**src/rtl/clock_generator.sv**
```systemverilog
// Programmable clock divider: derives a registered, glitch-free `clock` and a period-start
// `tick` from `clk`. Optional macro CLKGEN_PERIOD_COUNT_EN adds a 32-bit period counter.
module clock_generator #(
  parameter int DIV_WIDTH   = 8,
  parameter int DEFAULT_DIV = 2
) (
  input  logic                 clk,
  input  logic                 reset,
  input  logic                 enable,
  input  logic [DIV_WIDTH-1:0] div_in,
  input  logic                 load,
  output logic                 clock,
  output logic                 tick,
  output logic                 running,
  output logic [DIV_WIDTH-1:0] div_active
`ifdef CLKGEN_PERIOD_COUNT_EN
  ,
  output logic [31:0]          period_count
`endif
);

  typedef enum logic {
    ST_IDLE = 1'b0,
    ST_RUN  = 1'b1
  } state_t;

  localparam logic [DIV_WIDTH-1:0] DEFAULT_VAL = DEFAULT_DIV[DIV_WIDTH-1:0];
  localparam logic [DIV_WIDTH-1:0] ONE         = {{(DIV_WIDTH-1){1'b0}}, 1'b1};
  localparam logic [DIV_WIDTH-1:0] TWO         = {{(DIV_WIDTH-2){1'b0}}, 2'b10};
  localparam logic [DIV_WIDTH:0]   ONE_W       = {{DIV_WIDTH{1'b0}}, 1'b1};

  state_t                 state_reg, state_next;
  logic [DIV_WIDTH-1:0]   cnt_reg, cnt_next;
  logic                   clock_reg, clock_next;
  logic                   tick_reg, tick_next;
  logic [DIV_WIDTH-1:0]   div_active_reg, div_active_next;
  logic [DIV_WIDTH-1:0]   pending_reg, pending_next;

  logic [DIV_WIDTH-1:0]   n_eff;
  logic [DIV_WIDTH-1:0]   last_cnt;
  logic [DIV_WIDTH:0]     high_len;
  logic [DIV_WIDTH:0]     cnt_inc;
  logic                   at_last;
  logic                   period_start;

  // Ratios 0 and 1 are treated as 2; the extra cycle of an odd ratio goes high.
  always_comb begin
    n_eff        = (div_active_reg < TWO) ? TWO : div_active_reg;
    last_cnt     = n_eff - ONE;
    high_len     = ({1'b0, n_eff} + ONE_W) >> 1;
    cnt_inc      = {1'b0, cnt_reg} + ONE_W;
    at_last      = (cnt_reg == last_cnt);
    period_start = enable && ((state_reg == ST_IDLE) || at_last);
  end

  always_ff @(posedge clk) begin
    if (reset) begin
      state_reg      <= ST_IDLE;
      cnt_reg        <= '0;
      clock_reg      <= 1'b0;
      tick_reg       <= 1'b0;
      div_active_reg <= DEFAULT_VAL;
      pending_reg    <= DEFAULT_VAL;
    end else begin
      state_reg      <= state_next;
      cnt_reg        <= cnt_next;
      clock_reg      <= clock_next;
      tick_reg       <= tick_next;
      div_active_reg <= div_active_next;
      pending_reg    <= pending_next;
    end
  end

  // A load on a period-start edge bypasses the pending register so it applies at once.
  always_comb begin
    state_next      = state_reg;
    cnt_next        = cnt_reg;
    clock_next      = clock_reg;
    tick_next       = 1'b0;
    div_active_next = div_active_reg;
    pending_next    = load ? div_in : pending_reg;

    if (period_start) begin
      state_next      = ST_RUN;
      cnt_next        = '0;
      clock_next      = 1'b1;
      tick_next       = 1'b1;
      div_active_next = pending_next;
    end else begin
      case (state_reg)
        ST_IDLE: begin
          cnt_next   = '0;
          clock_next = 1'b0;
        end
        ST_RUN: begin
          if (at_last) begin
            state_next = ST_IDLE;
            cnt_next   = '0;
            clock_next = 1'b0;
          end else begin
            cnt_next   = cnt_inc[DIV_WIDTH-1:0];
            clock_next = (cnt_inc < high_len);
          end
        end
        default: begin
          state_next = ST_IDLE;
          cnt_next   = '0;
          clock_next = 1'b0;
        end
      endcase
    end
  end

`ifdef CLKGEN_PERIOD_COUNT_EN
  logic [31:0] period_count_reg;

  always_ff @(posedge clk) begin
    if (reset) begin
      period_count_reg <= 32'd0;
    end else if (period_start) begin
      period_count_reg <= period_count_reg + 32'd1;
    end
  end

  assign period_count = period_count_reg;
`endif

  assign clock      = clock_reg;
  assign tick       = tick_reg;
  assign running    = (state_reg == ST_RUN);
  assign div_active = div_active_reg;

endmodule

```
**config.mk**
```make
export PLATFORM = sky130hd
export DESIGN_NAME = clock_generator
export DESIGN_NICKNAME = d
export VERILOG_FILES = /design/src/rtl/clock_generator.sv
export SDC_FILE = /design/constraint.sdc
export NUM_CORES = 1
export LEC_CHECK = 0
export CAP_MARGIN = 20
export CELL_PAD_IN_SITES_DETAIL_PLACEMENT = 0
export CELL_PAD_IN_SITES_GLOBAL_PLACEMENT = 1
export CORE_MARGIN = 2
export CORE_UTILIZATION = 38
export DETAILED_ROUTE_END_ITERATION = 6
export PLACE_DENSITY = 0.76
export SLEW_MARGIN = 25
export SYNTH_ARGS = -nofsm -noshare
export SYNTH_HDL_FRONTEND = slang
export SYNTH_SLANG_ARGS = --single-unit
```
**constraint.sdc**
```tcl
create_clock -name clk -period 3.25 [get_ports clk]
set_clock_uncertainty 0.05 [all_clocks]
set_input_delay 0.975 -clock clk [delete_from_list [all_inputs] [get_ports clk]]
set_output_delay 0.975 -clock clk [all_outputs]
set_load 0.005 [all_outputs]
```
## Word level (Yosys, flattened, before mapping)

Cells that the tools add are included.

- Equal/unequal tests: 1
- Reduce and logical (&&, ||, !) cells: 3
- $lt $le $gt $ge: 2
- Add/sub/neg operators: 3
- Mux-type cells: 11
- Bitwise operators: 1

Operators with widths:

| operator | number |
|---|---|
| two-way mux 8 bit | 3 |
| adder 8 x 1 -> 9 bit, second input constant | 2 |
| case mux 8 bit (2 select lines) | 1 |
| less-than comparator 9 x 8 -> 1 bit | 1 |
| equality test 8 bit | 1 |
| less-than comparator 8 x 2 -> 1 bit, second input constant | 1 |
| subtractor 8 x 1 -> 8 bit, second input constant | 1 |
| two-way mux 1 bit | 6 |
| case mux 1 bit (2 select lines) | 1 |
| OR reduction 2 bit | 1 |
| logical AND 1 bit | 1 |
| logical OR 1 bit | 1 |
| NOT 1 bit | 1 |

- Output and inout bits: 11
- Logic and storage cells: 27
- Bits of input ports: 12
- Register bits: 27

## Depth between registers and ports, before layout

Gate-level depths: netlist of the first run.

- Depth in word-level cells: 7
- Depth in mapped cells: 13
- Mapped depth without buffers: 12

## Worst setup path before layout of the first run

Ideal clock, no wire load.

- Kind: reg-to-reg
- Start: reg div_active_reg[6], in the netlist div_active[6]
- End: reg clock_reg, in the netlist clock
- Clock period less this slack: 3.119 ns
- Path slack: 0.131 ns
- Data arrival time: 2.997 ns
- Path buffers: 1
- Cell stages (with the launch flop): 11
- Required time: 3.128 ns
- Library setup time: 0.072 ns
- Path through: dfxtp_1 -> buf_2 -> or3_4 -> o41ai_4 -> ha_1 -> or4b_4 -> nor4b_2 -> a211oi_1 -> or3_4 -> o21ai_2 -> mux2i_1

- Cells in the longest elaborated chain, start to end: 7

RTL lines:

| element | line | source |
|---|---|---|
| start, declared | 36 | `logic [DIV_WIDTH-1:0] div_active_reg, div_active_next;` |
| start signal, assigned | 69 | `div_active_reg <= div_active_next;` |
| less-than comparator 8 x 2 -> 1 bit | 48 | `n_eff = (div_active_reg < TWO) ? TWO : div_active_reg;` |
| two-way mux 8 bit (*) | 48 |  |
| adder 8 x 1 -> 9 bit or subtractor 8 x 1 -> 8 bit (tied branches) | 50, 49 |  |
| less-than comparator 9 x 8 -> 1 bit or equality test 8 bit (tied branches) | 102, 52 |  |
| two-way mux 1 bit or logical OR 1 bit (tied branches) | 96, 53 |  |
| case mux 1 bit (2 select lines) or logical AND 1 bit (tied branches) | 90, 53 |  |
| two-way mux 1 bit (*) | 83 | `if (period_start) begin` |
| end signal, assigned | 67 | `clock_reg <= clock_next;` |
| end, declared | 34 | `logic clock_reg, clock_next;` |

Every way passes the cells marked *; elsewhere a longest branch is shown, timed or not.
A chain may end at the register's enable or synchronous reset.

## Final worst setup path of the first run

- Start: reg div_active_reg[5], in the netlist div_active[5]
- End: reg div_active_reg[5], in the netlist div_active[5]

- Cells in the longest elaborated chain, start to end: 6

RTL lines:

| element | line | source |
|---|---|---|
| less-than comparator 8 x 2 -> 1 bit | 48 |  |
| two-way mux 8 bit (*) | 48 |  |
| subtractor 8 x 1 -> 8 bit (*) | 49 | `last_cnt = n_eff - ONE;` |
| equality test 8 bit (*) | 52 | `at_last = (cnt_reg == last_cnt);` |
| logical OR 1 bit (*) | 53 | `period_start = enable && ((state_reg == ST_IDLE) \|\| at_last);` |
| logical AND 1 bit (*) | 53 |  |

Marked as above.

==> metrics.cfg, run 1 <==
[yosys]
yosysWarningCount=0
synth-xor-area-share=0.106
synthAdderAreaFrac=0.0756
syn_area_per_cell_um2=9.62
synth_cells=172
synth-edff-count=0
synth-simple-area-share=0.199
syn-num-nets=194
synth_compound_area_frac=0.194
synth_top_family_by_area=simple AND/OR/NAND/NOR gates
synth_seq_cells=27
async_reset_ff_frac=0
synthMuxAreaShare=0.0545
synth.distinct_cells=49
syn_area_um2=1650
ys.flop_type=dfxtp_1
ys_seq_area_frac=0.327

[floorplan]
die_x_um=70.0
io_pins=23
initial_core_util=0.405
core-area_um2=4090
rows=23
die-height_um=70.0
dieArea_um2=4900

[sta]
slew-limit-headroom=0.677
period_share=0.952
worst_pin_slew_ps=479
fin_crit_ps=3090
slew_viol_final=0
hold_viol=0
timing.fmax_ghz=0.323
setup_violations=0
tns_ps=0
rsz0062_at_grt=no

[global_route]
grt-busiest-layer=met2
use_met3=0.0245
grt_start_max_net_pins=17
antenna_found_initial=0
grt_usage=0.158
overflow=0
grtUsageMet1=0.203
met2_usage=0.269
grt_pass1_vias=1322
grt_pass1_wl_um=6290

[drt]
drt_pass1_iterations=4
drt-wirelength-per-cell_um=14.9
drtIter0Drc=62
drt-total-wl_um=3710
drc=0
vias=1312
avgViaCountPerCell=5.27
ant_nets=0

[critical_path]
path_cells=or3_4, or3_1, nand2_1, inv_1, ha_2, xor2_1, o21ai_0, a2111o_1, a211oi_2, o22ai_4, a22o_1
critPathMaxStageDelay_ps=410
crit_path_end_kind=flip-flop
critical_path_peak_fanout=8
critical_path_required_ps=3380
cp.depth=11
critPathSlowestCell=or3_4
cp.arrival_ps=3220
path_class=flip-flop to flip-flop
reg2reg_depth=11
cp.buffers_inverters=1
crit_family=compound AO/OA/AOI/OAI gates
crit_path_start_kind=flip-flop

[clocking]
clock_path_buffers=2
cts_buffers=3
clk_pin_slew_ps=100
clk_latency_ps=280
clkSinkCount=27
cts_tree=yes
htree_levels=1
root_buffer=clkbuf_8

[outcome]
status=finished, final reports clean

[place]
gp_congestion=0.894
dp_hpwl_um=2930
io_buffers=22

[layout]
drive_above_1_share=0.126
syn_to_final_growth_pct=21.6
fillers=391
finish.utilization=0.492
regArea_um2=541
nets=222
multi_input_area_um2=1050
n_antenna_cell=0

[pwr]
leakagePower_nw=0.784
ir_drop_mv=0.165
power.density_nw_per_um2=406

[min_path]
hold_depth=1
worstHoldPathType=flip-flop to flip-flop

[job]
max_cap_violations=0

worst register-to-register path, stage by stage (launching register included):
cell      delay [ps]
dfxtp_1          320
or3_4            410
or3_1            350
nand2_1          100
inv_1             50
ha_2             340
xor2_1           160
o21ai_0          100
a2111o_1         340
a211oi_2         340
o22ai_4          170
a22o_1           260
cells in the mapped netlist, types with 2 or more instances:
cell | number | area, um2
a211oi_1 | 3 | 22.5
mux2i_1 | 9 | 90.1
nand2b_1 | 5 | 31.3
or3_4 | 2 | 22.5
nor2_1 | 14 | 52.6
buf_2 | 2 | 10.0
a22o_1 | 7 | 61.3
inv_1 | 8 | 30.0
a21oi_1 | 5 | 25.0
clkbuf_1 | 3 | 11.3
nand3_1 | 6 | 30.0
buf_6 | 2 | 22.5
nor2b_1 | 9 | 56.3
dfxtp_1 | 27 | 541
o21ai_0 | 3 | 15.0
nand2_1 | 7 | 26.3
ha_1 | 10 | 125
xor2_1 | 8 | 70.1
xnor2_1 | 12 | 105
layout by cell type, fill, tap and decap left out, types with 2 or more instances in the layout:
cell type         n
clkdlybuf4s50_1  22
dfxtp_1          27
a22o_1            7
o21ai_0           3
ha_1              9
a211oi_1          3
or3_4             2
xor2_1            8
mux2i_1           9
inv_1             8
xnor2_1          12
nor2b_1           9
nand2_1           7
buf_4             8
a21oi_1           5
nand3_1           6
clkbuf_8          3
nor2_1           14
nand2b_1          5
logic make-up after synthesis:
logic type	count (synthesis)
flops	27
simple gates	56
compound gates	35
mux	9
fa+ha+maj	10
buf+inv	15
xor+xnor	20
routing by layer:
layer | share of wire | vias to the layer above
li1 | - | 676
met1 | 0.47 | 614
met2 | 0.50 | 17
met3 | 0.023 | 5
met4 | 0.012 | 0
met5 | 0 | -
cell type report:
type | count | share of cell area
Tap cell | 50 | 0.0311
Inverter | 8 | 0.0149
Clock inverter | 1 | 0.00373
Multi-Input combinational cell | 130 | 0.522
Timing Repair Buffer | 30 | 0.139
Clock buffer | 3 | 0.0205
Sequential cell | 27 | 0.269
per-stage QoR:
| stage | hold slack (ps) | power, mW | area (um2) | setup slack, ps | std cells |
|---|---|---|---|---|---|
| final | 475 | 0.816 | 2010 | 156 | 249 |
| after floorplan | 412 | 0.537 | 1650 | 131 | 172 |
| after global placement | 447 | 0.614 | 1950 | 137 | 245 |
| after global routing | 490 | 0.863 | 2010 | 5.33 | 249 |
| after CTS | 480 | 0.821 | 2000 | 57.1 | 249 |
| after detailed placement | 457 | 0.619 | 1950 | 109 | 245 |
power by group:
group | internal (mW) | total, mW | switching, mW
logic | 0.125 | 0.245 | 0.120
clock network | 0.0873 | 0.202 | 0.115
registers | 0.351 | 0.369 | 0.0180
path summary, 6_finish.rpt:
check | endpoint | slack, ps | startpoint
worst max-delay path | div_active[5] | 160 | div_active[5]
worst min-delay path | cnt_reg[0] | 470 | cnt_reg[0]
worst min register to register | cnt_reg[0] | 470 | cnt_reg[0]
worst max register to register | div_active[5] | 160 | div_active[5]
timing repair:
item / in CTS / in global routing
resized for setup: 0 / 2
setup endpoints to repair: 0 / 17
hold buffers: 0 / 0
buffers inserted: 0 / 0
(Power assumes the default switching activity.)
==> run 2, diff against run 1 <==
Settings changed: SETUP_SLACK_MARGIN set to 0.02.
==> metrics.cfg, run 2 (synthesis results as in run 1) <==
[outcome]
status=finished, final reports clean

[global_route]
grt_usage=0.158  ; unchanged
overflow=0  ; unchanged
grt_pass1_wl_um=6290  ; unchanged
grt_pass1_vias=1322  ; unchanged
grt_start_max_net_pins=17  ; unchanged
antenna_found_initial=0  ; unchanged

[layout]
drive_above_1_share=0.135  ; +0.00937
fillers=389  ; -0.51%
multi_input_area_um2=1050  ; +0.24%
layout_common_cells=dfxtp_1 (27), clkdlybuf4s50_1 (22), nor2_1 (14), xnor2_1 (12)
finalNonFillerCells=250  ; +0.40%
final_common_cell=dfxtp_1
regArea_um2=541  ; unchanged
nets=223  ; +0.45%
syn_to_final_growth_pct=22.2
n_antenna_cell=0  ; unchanged

[pwr]
leakagePower_nw=0.789  ; +0.69%
power.density_nw_per_um2=405  ; about the same
finalPower_mw=0.819  ; +0.43%
ir_drop_mv=0.165  ; -0.12%

[clocking]
cts_tree=yes
root_buffer=clkbuf_8
cts_hold_repair.buffers=0  ; unchanged
clk_pin_slew_ps=100  ; about the same
clock_path_buffers=2  ; unchanged
clk_latency_ps=280  ; about the same
htree_levels=1  ; unchanged
cts_buffers=3  ; unchanged
clkSinkCount=27  ; unchanged

[place]
dp_cells=245  ; unchanged
io_buffers=22  ; unchanged
dp_hpwl_um=2930  ; unchanged
gp_congestion=0.894  ; unchanged

[floorplan]
rows=23  ; unchanged
die_x_um=70.0  ; unchanged
io_pins=23  ; unchanged
dieArea_um2=4900  ; unchanged
core-area_um2=4090  ; unchanged
die-height_um=70.0  ; unchanged
initial_core_util=0.405  ; unchanged

[sta]
period_share=0.957  ; +0.00526
slew_viol_final=0  ; unchanged
hold_viol=0  ; unchanged
holdWs_ps=472  ; -3.28 ps
setup_violations=0  ; unchanged
timing.fmax_ghz=0.321  ; -0.55%
slew-limit-headroom=0.677  ; about the same
worst_pin_slew_ps=478  ; -0.746 ps
fin_crit_ps=3110  ; +17.1 ps
tns_ps=0  ; unchanged
rsz0062_at_grt=no

[drt]
avgViaCountPerCell=5.27  ; about the same
drt-total-wl_um=3710  ; about the same
drt-wirelength-per-cell_um=14.8  ; -0.37%
drtIter0Drc=67  ; +8.1%
drc=0  ; unchanged
ant_nets=0  ; unchanged
drt_pass1_iterations=4  ; unchanged
vias=1317  ; +0.38%

[critical_path]
critical_path_peak_fanout=3  ; -5
cp.arrival_ps=3290  ; +70 ps
path_class=flip-flop to flip-flop
critical_path_required_ps=3430  ; +50 ps
crit_path_start_kind=flip-flop
crit_path_end_kind=flip-flop

[min_path]
worstHoldPathType=flip-flop to flip-flop

[job]
max_cap_violations=0  ; unchanged

run 2: stage by stage:
step           area, um2  utilization  setup slack, ps
3_3_place_gp        1950        0.478              137
4_1_cts             2000        0.490             57.1
5_1_grt             2020        0.495             13.3
2_1_floorplan       1650            -              131
3_5_place_dp        1950        0.478              109
6_report            2020        0.495              139
run 2: power by group:
group	internal, mW	switching, mW
clock	0.0873	0.115
combinational	0.127	0.122
sequential	0.351	0.0179
run 2: path summary, 6_finish.rpt:
| path | start | to | slack, ps | cells after the start |
|---|---|---|---|---|
| worst min register to register | cnt_reg[0] | cnt_reg[0] | 470 | 1 |
| worst min-delay path | cnt_reg[0] | cnt_reg[0] | 470 | 1 |
| worst max register to register | div_active[5] | tick | 140 | 12 |
| worst max-delay path | div_active[5] | tick | 140 | 12 |
run 2: worst max-delay path: stages, from the launching register on:
cell	delay, ps
dfxtp_1	320
or3_4	410
or3_1	380
nand2_2	90
inv_1	50
ha_2	330
xor2_1	160
o21ai_0	100
a2111o_1	340
or3_4	440
o21ai_4	170
buf_4	130
nor2b_1	100
run 2: final cells by class:
type | count | share of cell area
clock inverters | 1 | 0.00371
clock buffers | 3 | 0.0204
repair buffers | 31 | 0.142
well taps | 50 | 0.0309
inverters | 8 | 0.0149
flip-flops and latches | 27 | 0.267
multi-input cells | 130 | 0.520
run 2: repair_timing:
action,4_1_cts,5_1_grt
resized for setup,0,3
setup endpoints to repair,0,17
buffers inserted,0,1
run 2: layer usage:
metal / share of wire / vias to the layer above / GRT usage
li1: - / 680 / -
met1: 0.46 / 615 / 0.203
met2: 0.50 / 17 / 0.269
met3: 0.024 / 5 / 0.0245
met4: 0.012 / 0 / 0.0513
met5: 0 / - / 0
==> run 3, diff against run 2 <==
Settings changed: PLACE_DENSITY 0.76 to 0.78, SLEW_MARGIN 25 to not set.
==> metrics.cfg, run 3 (synthesis results as in run 1) <==
[floorplan]
dieArea_um2=4900  ; unchanged
die-height_um=70.0  ; unchanged
core-area_um2=4090  ; unchanged
rows=23  ; unchanged
die_x_um=70.0  ; unchanged
io_pins=23  ; unchanged
initial_core_util=0.405  ; unchanged

[place]
dp_cells=246  ; +0.41%
dp_hpwl_um=3100  ; +6.1%
gp_congestion=0.903  ; +0.95%
io_buffers=22  ; unchanged

[critical_path]
r2r-end=cnt_reg[6]
path_class=flip-flop to flip-flop
critical_path_required_ps=3370  ; -60 ps
cp.arrival_ps=3210  ; -80 ps
critical_path_peak_fanout=8  ; +5
r2r_slack_ps=150  ; about the same
reg2reg_depth=11  ; -1
r2r_start=div_active[5]
crit_path_end_kind=flip-flop
crit_path_start_kind=flip-flop

[min_path]
worstHoldStart=pending_reg[5]
hold_depth=2  ; +1
worstHoldPathType=flip-flop to flip-flop
holdPathEnd=pending_reg[5]

[clocking]
clk_latency_ps=270  ; about the same
root_buffer=clkbuf_8
htree_levels=1  ; unchanged
post-cts-setup-buffer-count=0  ; unchanged
clk_pin_slew_ps=90  ; about the same
cts_buffers=3  ; unchanged
cts_tree=yes
clock_path_buffers=2  ; unchanged
clkSinkCount=27  ; unchanged

[sta]
hold_viol=0  ; unchanged
rsz0062_at_grt=yes
period_share=0.954  ; -0.00365
fin_crit_ps=3100  ; -11.9 ps
slew_viol_final=0  ; unchanged
timing.fmax_ghz=0.323  ; +0.38%
setup_violations=0  ; unchanged
tns_ps=0  ; unchanged
holdWs_ps=484  ; +12.2 ps
slew-limit-headroom=0.627  ; -0.0499
worst_pin_slew_ps=552  ; +73.9 ps

[layout]
drive_above_1_share=0.140  ; +0.00500
fillers=404  ; +3.9%
nets=223  ; unchanged
n_antenna_cell=0  ; unchanged
syn_to_final_growth_pct=23.1
finalNonFillerCells=250  ; unchanged
final_common_cell=dfxtp_1
layout_common_cells=dfxtp_1 (27), clkdlybuf4s50_1 (22), nor2_1 (14), xnor2_1 (12)

[pwr]
switching_share=0.304  ; -0.00600
leakagePower_nw=0.796  ; +0.82%
clkPwrFrac=0.239  ; -0.008
seq_power_share=0.452  ; +0.002
ir_drop_mv=0.298  ; +80%
switching_power_mw=0.248  ; -2.6%
internal_power_mw=0.566  ; +0.19%
power.density_nw_per_um2=400  ; -1.3%
finalPower_mw=0.814  ; -0.68%
p_comb_frac=0.309  ; +0.005

[drt]
avgViaCountPerCell=5.26  ; -0.23%
drtIter0Drc=26  ; -61%
ant_nets=0  ; unchanged
drc=0  ; unchanged
drt-total-wl_um=3830  ; +3.3%
vias=1314  ; -0.23%
drt-wirelength-per-cell_um=15.3  ; +3.3%
drt_pass1_iterations=4  ; unchanged

[global_route]
grt_pass1_wl_um=6470  ; +2.9%
antenna_found_initial=0  ; unchanged
grt_pass1_vias=1393  ; +5.4%
grt_usage=0.165  ; +0.00700
grt_start_max_net_pins=17  ; unchanged
overflow=0  ; unchanged

[job]
max_cap_violations=0  ; unchanged

[outcome]
status=finished, final reports clean

-- run 3: metal layers --
| metal | GRT usage | wire length (um) | vias up |
|---|---|---|---|
| li1 | - | - | 667 |
| met1 | 0.182 | 1610 | 612 |
| met2 | 0.306 | 2010 | 26 |
| met3 | 0.0418 | 138 | 9 |
| met4 | 0.0513 | 68 | 0 |
| met5 | 0 | 0 | - |
-- run 3: worst max-delay path by stage --
| stage | cells after the start | slack, ps | endpoint | start |
|---|---|---|---|---|
| 4_1_cts | 11 | 60 | cnt_reg[6] | div_active[5] |
| 3_5_place_dp | 11 | 90 | cnt_reg[6] | div_active[5] |
| 5_1_grt | 9 | 0.3 | cnt_reg[6] | div_active[5] |
| 2_1_floorplan | 10 | 130 | clock | div_active[6] |
| 3_3_place_gp | 11 | 130 | cnt_reg[7] | div_active[5] |
| 6_report | 11 | 150 | cnt_reg[6] | div_active[5] |
-- run 3: metrics by stage --
| stage | utilization | setup WS [ps] | instance area [um2] |
|---|---|---|---|
| final | 0.498 | 151 | 2040 |
| after CTS | 0.492 | 57.6 | 2010 |
| after global routing | 0.498 | 0.322 | 2040 |
| after global placement | 0.480 | 133 | 1960 |
| after detailed placement | 0.480 | 86.0 | 1960 |
| after floorplan | - | 131 | 1650 |
-- run 3: critical path, cell delays in order, from the launching register on --
cell and delay [ps]:
dfxtp_1 320, or3_4 410, or3_1 350, nand2_1 100, inv_1 50, ha_2 200, nor3b_2 170, xnor2_1 130
a2111o_1 430, or3_4 430, o21bai_4 270, nor2b_1 90
-- run 3: layout make-up --
class / instances / area [um2] / area share
clock inverter: 1 / 7.51 / 0.00369
timing repair buffer: 31 / 288 / 0.141
multi-input combinational: 130 / 1070 / 0.524
sequential: 27 / 541 / 0.266
tap: 50 / 62.6 / 0.0307
inverter: 8 / 30.0 / 0.0148
clock buffer: 3 / 41.3 / 0.0203
-- run 3: power groups by stage --
stage	Sequential, mW	Clock (mW)	Combinational [mW]
floorplan	0.376	0	0.161
global placement	0.375	0	0.241
detailed placement	0.376	0	0.246
CTS	0.368	0.203	0.247
global route	0.371	0.216	0.275
finish	0.368	0.194	0.252
-- run 3: repair_timing --
| action | 4_1_cts | 5_1_grt |
|---|---|---|
| gates resized for setup | 0 | 6 |
| endpoints found under the setup margin | 0 | 19 |
| hold buffers | 0 | 0 |
| endpoints found under the hold margin | 0 | 0 |
==> variant, RTL diff (settings of run 2) <==
Add a define of `CLKGEN_PERIOD_COUNT_EN`.
--- a/src/rtl/clock_generator.sv
+++ b/src/rtl/clock_generator.sv
@@ -1,5 +1,7 @@
 // Programmable clock divider: derives a registered, glitch-free `clock` and a period-start
 // `tick` from `clk`. Optional macro CLKGEN_PERIOD_COUNT_EN adds a 32-bit period counter.
+`define CLKGEN_PERIOD_COUNT_EN
+
 module clock_generator #(
   parameter int DIV_WIDTH   = 8,
   parameter int DEFAULT_DIV = 2
Function (old outputs only; new: period_count): kept (equiv_simple and equiv_induct, registers matched by name and starting in step).
==> variant against run 2 <==
  * The run now ends with negative setup slack left
  * Wire length is 120% higher
  * Power grew to 3.4 times the old value
  * Setup slack worse by 0.45 ns
  * Sequential cell count is 32 higher
  * Synthesized area is 91% higher
  * Non-clock buffer count is 61 higher
  * Maximum frequency is 13% lower
  * Cell area is 130% higher
  * Critical endpoint is now period_count[10]
  * Largest cell class unchanged
==> variant: results (changes against run 2) <==
| Metric | Value |
|---|---|
| Drt wl/cell | `14.7 µm (-1.1%)` |
| RePlAce Congestion | `0.780 (-13%)` |
| CTS Buf Count | `9 (+6)` |
| XOR/XNOR share of the synthesized area | `10.8% (+0.24 points)` |
| Total power | `2.81 mW (+240%)` |
| Multi-input combinational cell area | `2170 µm² (+110%)` |
| Final TNS setup | `-8.93 ns (-8.93 ns)` |
| Compound-Gate Fraction of Synth Area | `10.7% (-8.6 points)` |
| Crit path from | `div_active[4]` |
| Clk cell area share | `3.50% (+1.1 points)` |
| Ratio of cells with drive above 1 in the final layout | `20.3% (+6.8 points)` |
| Static leakage | `1.64 nW (+110%)` |
| Vias in the first global route | `2909 (+120%)` |
| Non-Filler Instances | `564 (+130%)` |
| Starting DRT DRC Count | `83 (+24%)` |
| Reg2reg path depth | `11 (-1)` |
| Pre-CTS setup slack | `-0.514 ns (-0.623 ns)` |
| Seq/total area | `25.8% (-0.90 points)` |
| Worst-path maximum fanout | `7 (+4)` |
| Layout Area Growth over Synthesis | `45.1%` |
| Worst Path Arrival | `3.77 ns (+0.48 ns)` |
| Failing checks | `negative setup slack` |
| Worst VDD drop | `443 µV (+170%)` |
| Hold slack final | `0.437 ns (-0.0348 ns)` |
| Cell family with most CP delay | `simple AND/OR/NAND/NOR gates` |
| Port Buffer Count | `54 (+150%)` |
| Hold-critical path depth | `2 (+1)` |
| GRT Util Overall | `18.8% (+3.0 points)` |
| HPWL Detailed | `5710 µm (+95%)` |
| Post-synthesis mux area share | `2.94% (-2.5 points)` |
| Commonest cells in the netlist | `59 x dfxtp_1, 43 x nor2_1, 32 x nand2_1` |
| First-pass GRT wire length | `13500 µm (+110%)` |
| Seq cells | `59 (+120%)` |
| Internal Power | `1.76 mW (+210%)` |
| Worst skew pair latency | `0.33 ns (+0.05 ns)` |
| Cell variety after synth | `47 (-4.1%)` |
| Drt pass-1 iters | `5 (+1)` |
| Clk network pwr share | `20.1% (-4.6 points)` |
| Fillers | `768 (+97%)` |
| Mean post-synth cell area | `8.41 µm² (-13%)` |
| Clkbuf count | `12 (+9)` |
| Largest net degree at the start of global routing | `42 (+25)` |
| Final setup viols | `50 (+50)` |
| Status | `finished, violations left` |
| Slew margin rel. | `23.7% (-44 points)` |
| Non-CTS buffers | `92 (+200%)` |
| Vias | `2959 (+120%)` |
| Placed inst area | `4100 µm² (+110%)` |
| Final worst-path setup slack | `-0.308 ns (-0.447 ns)` |
| Sequential area share after synthesis | `37.4% (+4.8 points)` |
| Final net count | `478 (+110%)` |
| H-Tree Depth | `3 (+2)` |
| Multi-input gates | `281 (+120%)` |
| Hold Startpoint | `period_count[11]` |
| Reg-to-reg endpoint | `period_count[10]` |
| Syn_nets | `398 (+110%)` |
| Synth Area in Adders | `4.36% (-3.2 points)` |
| Clock-pin transition on the worst setup and hold timing paths | `0.06 ns (-0.04 ns)` |
| Data buffer area share | `19.4% (+5.2 points)` |
| Slowest cell delay on critical path | `0.55 ns (+0.11 ns)` |
## variant: changes by cell type in the layout (fill, tap and decap cells not counted), sizes merged, moves of 10 or more
| cell | change |
|---|---|
| clkbuf | +10 |
| dfxtp | +32 |
| a21oi | +12 |
| buf | +29 |
| nor2 | +29 |
| o31ai | +10 |
| xnor2 | +19 |
| nand2 | +25 |
| nor4 | +10 |
| clkdlybuf4s50 | +31 |
| nand3 | +13 |
## variant: timing repair
item,4_1_cts,5_1_grt
gates resized for setup,5,32
setup buffers,6,4
pin swaps,8,20
endpoints found under the setup margin,51,51
cloned,0,3
## variant: layer usage
metal	wire length (µm)	part of all wire, %	up-vias	track usage, %
met5	0	0	-	0
met4	61	0.74	0	4.35
met3	321	3.9	6	4.82
met2	4020	49	60	31.9
met1	3870	47	1413	24.0
li1	-	-	1480	-
